==> src/rtl/cache_req_driver_pkg.sv <==
// rtl/cache_req_driver_pkg.sv - shared types and defaults for the cache request driver
package cache_req_driver_pkg;

    localparam int DEF_FIFO_DEPTH = 4;
    localparam int DEF_TIMEOUT    = 64;
    localparam int DEF_CNT_W      = 16;
    localparam int REQ_W          = 65;

    typedef enum logic [1:0] {
        ST_IDLE,
        ST_ISSUE,
        ST_WAIT,
        ST_LOCAL
    } state_t;

    typedef struct packed {
        logic        wr;
        logic [31:0] addr;
        logic [31:0] data;
    } req_t;

endpackage

==> src/rtl/cache_req_driver_req_fifo.sv <==
// rtl/cache_req_driver_req_fifo.sv - in-order request queue feeding the issue FSM
module req_fifo
    import cache_req_driver_pkg::*;
#(
    parameter int DEPTH = DEF_FIFO_DEPTH
) (
    input  logic                    clk,
    input  logic                    rst_n,
    input  logic                    push,
    input  logic                    pop,
    input  req_t                    wdata,
    output req_t                    rdata,
    output logic                    full,
    output logic                    empty,
    output logic [$clog2(DEPTH):0]  count
);

    localparam int AW = $clog2(DEPTH);

    req_t            mem_q [DEPTH];
    logic [AW-1:0]   wr_ptr_q, wr_ptr_d;
    logic [AW-1:0]   rd_ptr_q, rd_ptr_d;
    logic [AW:0]     count_q, count_d;
    logic            do_push, do_pop;

    // A pop in the same cycle frees the slot, so a full queue can still take a push.
    assign do_pop  = pop && (count_q != '0);
    assign do_push = push && ((count_q != (AW+1)'(DEPTH)) || do_pop);

    always_comb begin
        wr_ptr_d = wr_ptr_q;
        rd_ptr_d = rd_ptr_q;
        count_d  = count_q;
        if (do_push) begin
            wr_ptr_d = wr_ptr_q + AW'(1);
        end
        if (do_pop) begin
            rd_ptr_d = rd_ptr_q + AW'(1);
        end
        if (do_push && !do_pop) begin
            count_d = count_q + (AW+1)'(1);
        end else if (do_pop && !do_push) begin
            count_d = count_q - (AW+1)'(1);
        end
    end

    always_ff @(posedge clk or negedge rst_n) begin
        if (!rst_n) begin
            wr_ptr_q <= '0;
            rd_ptr_q <= '0;
            count_q  <= '0;
        end else begin
            wr_ptr_q <= wr_ptr_d;
            rd_ptr_q <= rd_ptr_d;
            count_q  <= count_d;
        end
    end

    always_ff @(posedge clk) begin
        if (do_push) begin
            mem_q[wr_ptr_q] <= wdata;
        end
    end

    assign rdata = mem_q[rd_ptr_q];
    assign full  = (count_q == (AW+1)'(DEPTH));
    assign empty = (count_q == '0);
    assign count = count_q;

endmodule

==> src/rtl/cache_req_driver.sv <==
// rtl/cache_req_driver.sv - queues processor requests and drives the change-detected cache inputs
module cache_req_driver
    import cache_req_driver_pkg::*;
#(
    parameter int FIFO_DEPTH = DEF_FIFO_DEPTH,
    parameter int TIMEOUT    = DEF_TIMEOUT,
    parameter int CNT_W      = DEF_CNT_W
) (
    input  logic              clk,
    input  logic              rst_n,
    input  logic              req_valid,
    output logic              req_ready,
    input  logic              req_wr,
    input  logic [31:0]       req_addr,
    input  logic [31:0]       req_data,
    output logic              rsp_valid,
    output logic [31:0]       rsp_data,
    output logic              rsp_miss,
    output logic              rsp_timeout,
    output logic [31:0]       cache_data,
    output logic [31:0]       cache_addr,
    output logic              cache_wr,
    input  logic              cache_response,
    input  logic              cache_is_missrate,
    input  logic [31:0]       cache_out,
    output logic              busy,
    output logic [CNT_W-1:0]  hit_count,
    output logic [CNT_W-1:0]  miss_count
);

    localparam int WCW = $clog2(TIMEOUT) + 1;

    state_t                   state_q, state_d;
    req_t                     head, wr_entry;
    logic                     fifo_push, fifo_pop, fifo_full, fifo_empty;
    logic [$clog2(FIFO_DEPTH):0] fifo_count;

    logic [31:0]              cache_data_q, cache_data_d;
    logic [31:0]              cache_addr_q, cache_addr_d;
    logic                     cache_wr_q, cache_wr_d;
    logic [WCW-1:0]           wait_cnt_q, wait_cnt_d;

    logic                     rsp_valid_q, rsp_valid_d;
    logic [31:0]              rsp_data_q, rsp_data_d;
    logic                     rsp_miss_q, rsp_miss_d;
    logic                     rsp_timeout_q, rsp_timeout_d;
    logic [CNT_W-1:0]         hit_cnt_q, hit_cnt_d, hit_cnt_inc;
    logic [CNT_W-1:0]         miss_cnt_q, miss_cnt_d, miss_cnt_inc;

    assign wr_entry  = '{wr: req_wr, addr: req_addr, data: req_data};
    assign req_ready = !fifo_full;
    assign fifo_push = req_valid && req_ready;

    req_fifo #(
        .DEPTH (FIFO_DEPTH)
    ) u_req_fifo (
        .clk   (clk),
        .rst_n (rst_n),
        .push  (fifo_push),
        .pop   (fifo_pop),
        .wdata (wr_entry),
        .rdata (head),
        .full  (fifo_full),
        .empty (fifo_empty),
        .count (fifo_count)
    );

    assign hit_cnt_inc  = (&hit_cnt_q)  ? hit_cnt_q  : hit_cnt_q  + CNT_W'(1);
    assign miss_cnt_inc = (&miss_cnt_q) ? miss_cnt_q : miss_cnt_q + CNT_W'(1);

    always_comb begin
        state_d       = state_q;
        fifo_pop      = 1'b0;
        cache_data_d  = cache_data_q;
        cache_addr_d  = cache_addr_q;
        cache_wr_d    = cache_wr_q;
        wait_cnt_d    = wait_cnt_q;
        rsp_valid_d   = 1'b0;
        rsp_data_d    = '0;
        rsp_miss_d    = 1'b0;
        rsp_timeout_d = 1'b0;
        hit_cnt_d     = hit_cnt_q;
        miss_cnt_d    = miss_cnt_q;

        case (state_q)
            ST_IDLE: begin
                if (!fifo_empty) begin
                    fifo_pop = 1'b1;
                    if (head.wr && cache_wr_q && (head.addr == cache_addr_q) &&
                        (head.data == cache_data_q)) begin
                        state_d = ST_LOCAL;
                    end else if (!head.wr && !cache_wr_q && (head.addr == cache_addr_q)) begin
                        // Data is ignored by the cache on reads, so flipping it forces a visible change.
                        cache_data_d = ~cache_data_q;
                        state_d      = ST_ISSUE;
                    end else begin
                        cache_wr_d   = head.wr;
                        cache_addr_d = head.addr;
                        cache_data_d = head.wr ? head.data : 32'h0;
                        state_d      = ST_ISSUE;
                    end
                end
            end
            ST_ISSUE: begin
                wait_cnt_d = '0;
                state_d    = ST_WAIT;
            end
            ST_WAIT: begin
                if ((wait_cnt_q == '0) && !cache_wr_q && !cache_is_missrate) begin
                    rsp_valid_d = 1'b1;
                    rsp_data_d  = cache_out;
                    hit_cnt_d   = hit_cnt_inc;
                    state_d     = ST_IDLE;
                end else if (cache_response) begin
                    rsp_valid_d = 1'b1;
                    if (!cache_wr_q) begin
                        rsp_data_d = cache_out;
                        rsp_miss_d = cache_is_missrate;
                        if (cache_is_missrate) begin
                            miss_cnt_d = miss_cnt_inc;
                        end else begin
                            hit_cnt_d = hit_cnt_inc;
                        end
                    end
                    state_d = ST_IDLE;
                end else if (wait_cnt_q == WCW'(TIMEOUT - 1)) begin
                    rsp_valid_d   = 1'b1;
                    rsp_timeout_d = 1'b1;
                    state_d       = ST_IDLE;
                end else begin
                    wait_cnt_d = wait_cnt_q + WCW'(1);
                end
            end
            ST_LOCAL: begin
                rsp_valid_d = 1'b1;
                state_d     = ST_IDLE;
            end
            default: begin
                state_d = ST_IDLE;
            end
        endcase
    end

    always_ff @(posedge clk or negedge rst_n) begin
        if (!rst_n) begin
            state_q       <= ST_IDLE;
            cache_data_q  <= '0;
            cache_addr_q  <= '0;
            cache_wr_q    <= 1'b0;
            wait_cnt_q    <= '0;
            rsp_valid_q   <= 1'b0;
            rsp_data_q    <= '0;
            rsp_miss_q    <= 1'b0;
            rsp_timeout_q <= 1'b0;
            hit_cnt_q     <= '0;
            miss_cnt_q    <= '0;
        end else begin
            state_q       <= state_d;
            cache_data_q  <= cache_data_d;
            cache_addr_q  <= cache_addr_d;
            cache_wr_q    <= cache_wr_d;
            wait_cnt_q    <= wait_cnt_d;
            rsp_valid_q   <= rsp_valid_d;
            rsp_data_q    <= rsp_data_d;
            rsp_miss_q    <= rsp_miss_d;
            rsp_timeout_q <= rsp_timeout_d;
            hit_cnt_q     <= hit_cnt_d;
            miss_cnt_q    <= miss_cnt_d;
        end
    end

    assign cache_data  = cache_data_q;
    assign cache_addr  = cache_addr_q;
    assign cache_wr    = cache_wr_q;
    assign rsp_valid   = rsp_valid_q;
    assign rsp_data    = rsp_data_q;
    assign rsp_miss    = rsp_miss_q;
    assign rsp_timeout = rsp_timeout_q;
    assign hit_count   = hit_cnt_q;
    assign miss_count  = miss_cnt_q;
    assign busy        = (fifo_count != '0) || (state_q != ST_IDLE);

endmodule
==> config.mk <==
export PLATFORM = sky130hd
export DESIGN_NAME = cache_req_driver
export DESIGN_NICKNAME = d
export VERILOG_FILES = /design/src/rtl/cache_req_driver_pkg.sv /design/src/rtl/cache_req_driver_req_fifo.sv /design/src/rtl/cache_req_driver.sv
export SDC_FILE = /design/constraint.sdc
export NUM_CORES = 1
export LEC_CHECK = 0
export CAP_MARGIN = 20
export CORE_MARGIN = 3
export CORE_UTILIZATION = 47
export DETAILED_ROUTE_END_ITERATION = 8
export GPL_TIMING_DRIVEN = 0
export PLACE_DENSITY = 0.68
export RECOVER_POWER = 25
export SETUP_SLACK_MARGIN = 0.15
export SLEW_MARGIN = 20
export SYNTH_ARGS = -nofsm -noshare
export SYNTH_HDL_FRONTEND = slang
export SYNTH_HIERARCHICAL = 1
export SYNTH_SLANG_ARGS = --single-unit
==> constraint.sdc <==
create_clock -name clk -period 6.3 [get_ports clk]
set_input_delay 1.26 -clock clk [delete_from_list [all_inputs] [get_ports clk]]
set_output_delay 1.26 -clock clk [all_outputs]
set_load 0.05 [all_outputs]
Yosys cells after proc, flatten, opt, wreduce, memory -nomap -nowiden
Memory sizes are Yosys's and may differ from the RTL's.
Index checks and enable logic that the tools add are counted.
- input port bits: 102
- register bits: 148
- output and inout bits: 134
- RAM bits: 260
- memories kept: 1
- memory list (memory ; depth ; bits a word ; rd ports ; clocked after Yosys merged registers in ; write ports ; line ; source):
    u_req_fifo.mem_q ; 4 ; 65 ; 1 ; 0 ; 1 ; cache_req_driver_req_fifo.sv:20 ; req_t mem_q [DEPTH];
- bitwise gates (word level): 7
- reductions and logical operators: 36
- $add $sub $neg: 7
- eq/ne operators: 15
- multiplexer cells: 38
- operators with widths (operator ; count):
    $mux W32 ; 6
    $mux W16 ; 5
    $eq A32 B32 Y1 ; 2
    $add A16 B1 Y16 const B ; 2
    $not A32 Y32 ; 1
    $reduce_and A16 Y1 ; 2
    $mux W7 ; 3
    $mux W1 ; 14
    $pmux W7 S2 ; 1
    $logic_and A1 B1 Y1 ; 12
    $reduce_and A4 Y1 ; 3
    $mux W2 ; 5
    $ne A2 B2 Y1 const B ; 4
    $pmux W2 S4 ; 1
    $reduce_bool A2 Y1 ; 4
    $add A7 B1 Y7 const B ; 1
    $eq A7 B6 Y1 const B ; 1
    $logic_not A7 Y1 ; 1
    $logic_not A1 Y1 ; 6
    $mux W3 ; 2
    $not A1 Y1 ; 6
    $reduce_and A6 Y1 ; 1
    $add A2 B1 Y2 const B ; 2
    $eq A2 B2 Y1 const B ; 2
    14 further kinds ; 16

Longest topological paths before layout
Gate-level depths: netlist of the first run.
- depth in word-level cells: 10
- depth in mapped cells: 13

Cells and area by module
The synthesis of the first run kept the hierarchy.
- by module, submodules not included (module ; cells an instance ; seq. area each (um^2) ; area each (um^2) ; instances):
    req_fifo ; 375 ; 7982.7 ; 9836.9 ; 1
    cache_req_driver ; 657 ; 3528.4 ; 6965.4 ; 1

Worst setup path after synthesis of the first run
No wires, ideal clock.
- path kind: flip-flop to flip-flop
- from: register u_req_fifo.count_q[0], in the netlist u_req_fifo/count[0]
- to: memory u_req_fifo/mem_q[0][0] (netlist name) (enable)
- required time: 5.870 ns
- buffers on the path: 2
- arrival: 3.499 ns
- cell stages (with the launch flop): 9
- library setup time: 0.430 ns
- path slack: 2.371 ns
- cell sequence: dfrtp_1 > nor3_1 > or3_1 > inv_1 > clkbuf_1 > clkbuf_1 > inv_1 > a21boi_2 > and2_1
- longest elaborated chain between the ends: 8
- elaborated cells on any way between the ends: 13
- ends and longest elaborated chain (item ; line ; source):
    start, declared ; cache_req_driver_req_fifo.sv:23 ; logic [AW:0] count_q, count_d;
    start signal, assigned ; cache_req_driver_req_fifo.sv:55 ; count_q <= count_d;
    $logic_not A3 Y1 ; cache_req_driver_req_fifo.sv:67 ; assign empty = (count_q == '0);
    net fifo_empty ; cache_req_driver.sv:35 ; logic fifo_push, fifo_pop, fifo_full, fifo_empty;
    $mux W1 ; cache_req_driver.sv:87 ; if (!fifo_empty) begin
    $mux W1 ; cache_req_driver.sv:85 ; case (state_q)
    net fifo_pop ; cache_req_driver.sv:35 ;
    $logic_and A1 B1 Y1 ; cache_req_driver_req_fifo.sv:27 ; assign do_pop = pop && (count_q != '0);
    $logic_or A1 B1 Y1 ; cache_req_driver_req_fifo.sv:28 ; assign do_push = push && ((count_q != (AW+1)'(DEPTH)) || do_pop);
    $logic_and A1 B1 Y1 ; cache_req_driver_req_fifo.sv:28 ;
    net u_req_fifo.do_push ; cache_req_driver_req_fifo.sv:24 ; logic do_push, do_pop;
    $mux W1 ; cache_req_driver_req_fifo.sv:60 ; if (do_push) begin
    $mux W1 (implied by the code) ; cache_req_driver_req_fifo.sv:61 ; mem_q[wr_ptr_q] <= wdata;
    end, declared ; cache_req_driver_req_fifo.sv:20 ;
The timed path passes the listed nets, and every way through them passes these cells.

==> impl_metrics.py, run 1 <==
metrics = {
    "outcome": {
        "status": "complete, no violations",
    },
    "sta": {
        "finalCritPeriodShare_pct": 63.3,
        "rsz0062_at_grt": "false",
        "setup_violations": 0,
        "worst_pin_slew_ns": 0.808,
        "final_max_slew_viol_count": 0,
        "hold_viol_final": 0,
        "fin_crit_ns": 3.99,
        "fin_worst_skew_ns": 0.0219,
        "slew_headroom_pct": 45.9,
        "fin_setup_tns_ns": 0,
        "fmax_ghz": 0.251,
    },
    "floorplan": {
        "ios": 236,
        "dieArea_um2": 38100,
        "start_util_pct": 48.2,
        "rows": 68,
        "core_region_area_um2": 34900,
        "die-height_um": 195,
        "fp.dieW_um": 195,
    },
    "synth": {
        "synthDistinctLibCells": 53,
        "ys_ff_latch": 408,
        "syn_area_um2": 16800,
        "synth_nets": 1144,
        "synth_cells": 1032,
        "synth_top_area_share_pct": 46.5,
        "synth-edff-count": 260,
        "synth.yosys.warnings": 6,
        "synth.area.top_cells": "edfxtp_1, dfrtp_1, mux4_2, xor2_1, mux2_4",
        "ys_async_sr_fraction_pct": 36.3,
        "yosysSeqAreaShare_pct": 68.5,
        "synth_top_cell_by_area": "edfxtp_1",
        "avgSynthCellArea_um2": 16.3,
        "synth_flop_cell": "edfxtp_1",
    },
    "hold_path": {
        "hp-class": "register to register",
    },
    "clock_network": {
        "cts_resized": 0,
        "h-tree-depth": 2,
        "cts_made_buffers": 42,
        "root_buffer": "clkbuf_16",
        "cts_setup_buffers": 0,
        "clk_path_buf_depth": 3,
        "postCtsHoldBufs": 0,
        "path_clk_slew_ns": 0.06,
        "cts_tree": "built",
        "clock-sinks": 408,
        "clk_latency_ns": 0.54,
    },
    "placement": {
        "gp_congestion": 0.810,
        "io_buffers": 235,
        "dp_hpwl_um": 25600,
    },
    "drt": {
        "routedWlPerCell_um": 21.1,
        "dr.max_layer_used": "met5",
        "met1Wirelength_um": 16300,
        "vias_per_cell": 5.42,
        "antenna_left": 0,
        "drt-pass1-iter-count": 5,
        "drc_errors": 0,
        "wl_met3_um": 2450,
        "first_iter_violations": 584,
        "drt_wl_total_um": 38100,
        "wl_met2_um": 18300,
        "vias": 9806,
    },
    "power_and_ir_drop": {
        "clkPwrFrac_pct": 21.4,
        "switching_share_pct": 38.2,
        "pwr-share-comb_pct": 43.0,
        "max-vdd-ir-drop_mv": 0.337,
        "share_seq_of_total_power_pct": 35.6,
        "leakagePower_nw": 7.98,
        "power_switching_w": 0.00427,
        "internal_power_w": 0.00690,
        "powerDensity_nw_per_um2": 527,
    },
    "finish": {
        "fillCellCount": 2676,
        "final_core_util_pct": 60.7,
        "post_route_cells_drive_above_1_share_pct": 14.8,
        "area_growth_syn_to_layout_pct": 26.1,
        "final-seq-area_um2": 11500,
        "nets": 1428,
        "multi_input_area_um2": 4830,
    },
    "grt": {
        "grt_max_degree": 76,
        "overflow": 0,
        "antenna_found_initial": 7,
        "grtUsageTotal_pct": 19.9,
        "grt_pass1_vias": 10100,
        "grt_pass1_wl_um": 59200,
    },
    "setup_path": {
        "cpMostUsedCell": "buf_2",
        "cp_slowest_stage_delay_ns": 0.68,
        "critical_path_peak_fanout": 10,
        "crit_chain": "buf_2 > buf_2 > mux4_2 > xor2_1 > nor4_1 > nand4_1 > nor2_1 > a21oi_4 > buf_12 > mux2_4",
        "critPathArrivalTime_ns": 4.40,
        "end_kind": "register",
        "crit_type": "register to register",
        "worstPathRequired_ns": 6.71,
        "startpoint_type": "register",
        "cpMaxStageDelayCell": "nor2_1",
    },
    "job": {
        "drv_cap": 0,
    },
}
==> layer usage <==
layer | up-vias | GRT usage (%)
met5 | - | 0
met4 | 4 | 6.31
met3 | 72 | 3.93
met2 | 336 | 32.5
met1 | 4972 | 27.4
li1 | 4422 | -
==> synth_stat cells (2+ instances only) <==
| cell | n |
|---|---|
| nand2b_1 | 2 |
| nor2b_1 | 2 |
| a31oi_1 | 32 |
| buf_1 | 3 |
| dfrtp_1 | 148 |
| clkbuf_1 | 22 |
| nand4_1 | 15 |
| nor3_1 | 5 |
| nor2_1 | 17 |
| xor2_1 | 66 |
| buf_2 | 7 |
| inv_1 | 44 |
| xnor2_1 | 38 |
| and4_1 | 3 |
| and2_1 | 37 |
| buf_12 | 7 |
| nor4_1 | 15 |
| and3_1 | 7 |
| nand3b_1 | 3 |
| mux4_2 | 65 |
| buf_4 | 3 |
| o21ai_0 | 29 |
| nand3_1 | 13 |
| nand2_1 | 80 |
| edfxtp_1 | 260 |
| and4b_1 | 2 |
| mux2_4 | 30 |
| nand4b_1 | 2 |
| mux2_2 | 7 |
| a21oi_1 | 35 |
| ha_1 | 9 |
| o21ai_1 | 3 |
==> through the flow <==
step / hold WS [ns] / power (W) / setup WS (ns) / instance area (um2) / cells
after floorplan: 0.476 / 0.00731 / 2.37 / 16800 / 1032
after global placement: 0.483 / 0.00877 / -2.58 / 19700 / 1722
after detailed placement: 0.487 / 0.00886 / 2.30 / 19800 / 1727
after CTS: 0.498 / 0.0113 / 2.25 / 21200 / 1805
after global routing: 0.508 / 0.0117 / 2.03 / 21200 / 1808
final: 0.492 / 0.0112 / 2.31 / 21200 / 1809
==> final timing paths <==
kind / from / to / slack [ns] / depth (start not counted)
worst min register to register: hit_count[6] / hit_count[6] / 0.49 / 1
max in group asynchronous: rst_n / cache_addr[19] / 4.76 / 2
worst min-delay path: hit_count[6] / hit_count[6] / 0.49 / 1
worst max register to register: u_req_fifo/rd_ptr_q[1] / cache_addr[2] / 2.31 / 10
min in group asynchronous: rst_n / wait_cnt_q[5] / 0.70 / 1
worst max-delay path: u_req_fifo/rd_ptr_q[1] / cache_addr[2] / 2.31 / 10
==> power groups by stage <==
stage               clock (W)  sequential, W  combinational (W)
detailed placement          0        0.00403            0.00483
CTS                   0.00245        0.00398            0.00485
global route          0.00256        0.00405            0.00512
global placement            0        0.00405            0.00472
floorplan                   0        0.00483            0.00248
finish                0.00239        0.00398            0.00480
==> layout make-up <==
cell class / count / area share [%]
Antenna cell: 4 / 0.0473
Buffer: 44 / 1.45
Clock buffer: 57 / 5.32
Clock inverter: 21 / 0.933
Inverter: 44 / 0.780
Multi-Input combinational cell: 536 / 22.8
Sequential cell: 408 / 54.3
Tap cell: 455 / 2.69
Timing Repair Buffer: 240 / 11.6
==> registers in the layout, indices dropped and copies added (netlist names) <==
| register | flops |
|---|---|
| cache_addr | 32 |
| cache_data | 32 |
| miss_count | 16 |
| cache_wr | 1 |
| u_req_fifo/mem_q | 260 |
| u_req_fifo/rd_ptr_q | 2 |
| hit_count | 16 |
| rsp_timeout | 1 |
| u_req_fifo/count | 3 |
| rsp_data | 32 |
| wait_cnt_q | 7 |
| u_req_fifo/wr_ptr_q | 2 |
| rsp_miss | 1 |
| state_q | 2 |
| rsp_valid | 1 |
==> placed cells by master (no fill, tap or decap), drive strengths merged, types with 2 or more instances in the layout <==
cell / instances
o21ai: 32
xnor2: 38
dlygate4sd3: 43
nor3b: 2
and2: 37
bufinv: 3
ha: 9
nand3: 13
buf: 27
nand3b: 3
o31ai: 2
diode: 4
mux4: 65
xor2: 66
dfrtp: 148
and4b: 2
a31oi: 32
nor2b: 2
nand4: 15
and4: 3
nand4b: 2
inv: 47
nor4: 15
or4: 2
clkinvlp: 2
nor2: 17
clkbuf: 80
edfxtp: 260
a21oi: 36
and3: 7
clkdlybuf4s50: 191
clkinv: 13
mux2: 37
nand2: 80
nor3: 6
nand2b: 2
==> cells by family (layout without fill, tap and decap cells) <==
family | count (synthesis) | count (layout) | synth area share [%]
adders and majority gates | 10 | 10 | 0.789
muxes | 103 | 103 | 11.9
AOI/OAI and AO/OA | 107 | 107 | 3.95
and+or+nand+nor | 212 | 212 | 6.59
buffers and inverters | 88 | 406 | 2.81
DFF | 408 | 408 | 68.5
other | 0 | 4 | 0
xor gates and xnor gates | 104 | 104 | 5.42
==> worst max-delay path, delay by kind of cell (launching register included) <==
kind	cells	cell delay, ns
AND/OR/NAND/NOR	3	1.39
AO/OA/AOI/OAI	1	0.26
XOR/XNOR	1	0.19
flip-flops	1	0.35
multiplexers	2	0.69
buffers and inverters	3	0.97
No activity file was read; power rests on OpenSTA's default activity.
==> run 2: changes to the inputs <==
==> constraint.sdc (replaced) <==
create_clock -name clk -period 3.7 [get_ports clk]
set_input_delay 0.74 -clock clk [delete_from_list [all_inputs] [get_ports clk]]
set_output_delay 0.74 -clock clk [all_outputs]
set_load 0.05 [all_outputs]
==> impl_metrics.py, run 2 (synthesized netlist as in run 1, its figures left out) <==
metrics = {
    "setup_path": {
        "crit_path_start": "u_req_fifo/rd_ptr_q[1]",
        "critical_path_peak_fanout": 10,
        "cpMaxStageDelayCell": "clkbuf_1",
        "reg2reg_to": "cache_addr[23]",
        "rr_worst_depth": 9,
        "worstPathRequired_ns": 4.11,
        "critPathArrivalTime_ns": 3.83,
        "cp_slowest_stage_delay_ns": 0.60,
        "end_kind": "register",
        "crit_end": "cache_addr[23]",
        "r2r-start": "u_req_fifo/rd_ptr_q[1]",
        "crit_type": "register to register",
        "reg2reg_slack_ns": 0.29,
        "startpoint_type": "register",
        "crit_chain": "clkbuf_1 > mux4_2 > xor2_1 > nor4_1 > nand4_1 > nor2_4 > a21oi_4 > buf_12 > mux2_4",
    },
    "outcome": {
        "status": "finished with violations",
        "violations": "capacitance limit, slew limit",
    },
    "sta": {
        "setup_ws_ns": 0.288,
        "timing.hold.ws_ns": 0.493,
        "hold_viol_final": 0,
        "fmax_ghz": 0.293,
        "setup_violations": 0,
        "slew_headroom_pct": -17.2,
        "final_max_slew_viol_count": 67,
        "fin_worst_skew_ns": 0.0229,
        "fin_setup_tns_ns": 0,
        "fin_crit_ns": 3.41,
        "finalCritPeriodShare_pct": 92.2,
        "rsz0062_at_grt": "false",
        "worst_pin_slew_ns": 1.76,
    },
    "floorplan": {
        "die-height_um": 195,
        "ios": 236,
        "fp.dieW_um": 195,
        "rows": 68,
        "core_region_area_um2": 34900,
        "start_util_pct": 48.2,
        "dieArea_um2": 38100,
    },
    "finish": {
        "fin_cells": 1807,
        "largest_register": "u_req_fifo/mem_q",
        "final-seq-area_um2": 11500,
        "mostFrequentLayoutCell": "edfxtp_1",
        "layout_common_cells": "edfxtp_1, clkdlybuf4s50_1, dfrtp_1, nand2_1, xor2_1",
        "fillCellCount": 2648,
        "area_growth_syn_to_layout_pct": 27.1,
        "multi_input_area_um2": 4880,
        "largest_reg_flops": 260,
        "post_route_cells_drive_above_1_share_pct": 16.0,
        "nets": 1430,
    },
    "grt": {
        "use_met1_pct": 27.9,
        "busiest_layer": "met2",
        "grt_pass1_vias": 10300,
        "grtUsageMet2_pct": 32.9,
        "antenna_found_initial": 6,
        "grtUsageTotal_pct": 20.4,
        "grt_max_degree": 83,
        "overflow": 0,
        "globalRouteMet3Util_pct": 4.38,
        "grt_pass1_wl_um": 60300,
    },
    "clock_network": {
        "clock-sinks": 408,
        "clk_latency_ns": 0.55,
        "root_buffer": "clkbuf_16",
        "postCtsHoldBufs": 0,
        "h-tree-depth": 2,
        "cts_tree": "built",
        "path_clk_slew_ns": 0.06,
        "clk_path_buf_depth": 3,
        "cts_made_buffers": 42,
    },
    "drt": {
        "drt-pass1-iter-count": 5,
        "routedWlPerCell_um": 21.4,
        "antenna_left": 0,
        "drt_wl_total_um": 38600,
        "vias_per_cell": 5.46,
        "vias": 9869,
        "first_iter_violations": 684,
        "drc_errors": 0,
    },
    "power_and_ir_drop": {
        "pwr-share-comb_pct": 42.8,
        "power_switching_w": 0.00734,
        "max-vdd-ir-drop_mv": 0.441,
        "share_seq_of_total_power_pct": 35.0,
        "powerDensity_nw_per_um2": 907,
        "switching_share_pct": 37.9,
        "internal_power_w": 0.0120,
        "leakagePower_nw": 8.09,
        "total_power_w": 0.0194,
        "clkPwrFrac_pct": 22.2,
    },
    "hold_path": {
        "hp-class": "register to register",
    },
    "placement": {
        "dp_hpwl_um": 25600,
        "place_ws_ns": -0.450,
        "io_buffers": 235,
        "gp_congestion": 0.855,
        "dp_cells": 1727,
    },
    "job": {
        "drv_cap": 1,
    },
}
==> run 2: worst min path at each step <==
stage	startpoint	endpoint	slack, ns	cells after the start
floorplan	rst_n	cache_addr[0]	0.44	0
finish	miss_count[13]	miss_count[13]	0.49	1
global route	miss_count[13]	miss_count[13]	0.51	1
CTS	rst_n	miss_count[6]	0.16	1
detailed placement	hit_count[6]	hit_count[6]	0.49	1
global placement	hit_count[6]	hit_count[6]	0.48	1
==> run 2: per-layer routing <==
layer  routed length (um)  vias up
met5                   49        -
met3                 2370       92
li1                     -     4425
met4                 1230       10
met2                18400      353
met1                16500     4989
==> run 2: power groups by stage <==
stage          logic, W  registers [W]  clock network (W)
6_report        0.00829        0.00678            0.00430
3_3_place_gp    0.00804        0.00685                  0
2_1_floorplan   0.00423        0.00820                  0
5_1_grt         0.00885        0.00691            0.00459
4_1_cts         0.00833        0.00679            0.00440
3_5_place_dp    0.00824        0.00686                  0
==> run 2: critical path, delay by kind of cell, from the launching register on <==
| kind | cells | cell delay, ns |
|---|---|---|
| AO/OA/AOI/OAI | 1 | 0.17 |
| XOR/XNOR | 1 | 0.16 |
| buffers and inverters | 2 | 0.79 |
| flip-flops | 1 | 0.36 |
| multiplexers | 2 | 0.75 |
| AND/OR/NAND/NOR | 3 | 1.03 |
==> run 2: per-stage QoR <==
stage	utilization, %	area [um2]
2_1_floorplan	-	16800
3_3_place_gp	56.6	19700
3_5_place_dp	57.0	19900
4_1_cts	61.1	21300
5_1_grt	61.2	21400
6_report	61.2	21400
==> run 2: repair_timing <==
action                                  4_1_cts  5_1_grt
gates resized for setup                      11       11
cloned                                        1        0
buffers inserted                              0        1
pin swaps                                     3        1
endpoints found under the setup margin      270      178
==> run 2: cell type report <==
type	instances	area share, %
well taps	455	2.67
clock buffers	54	5.33
diodes	1	0.0117
multi-input cells	537	22.8
inverters	44	0.773
clock inverters	23	1.27
repair buffers	241	11.7
flip-flops and latches	408	53.9
plain buffers	44	1.54
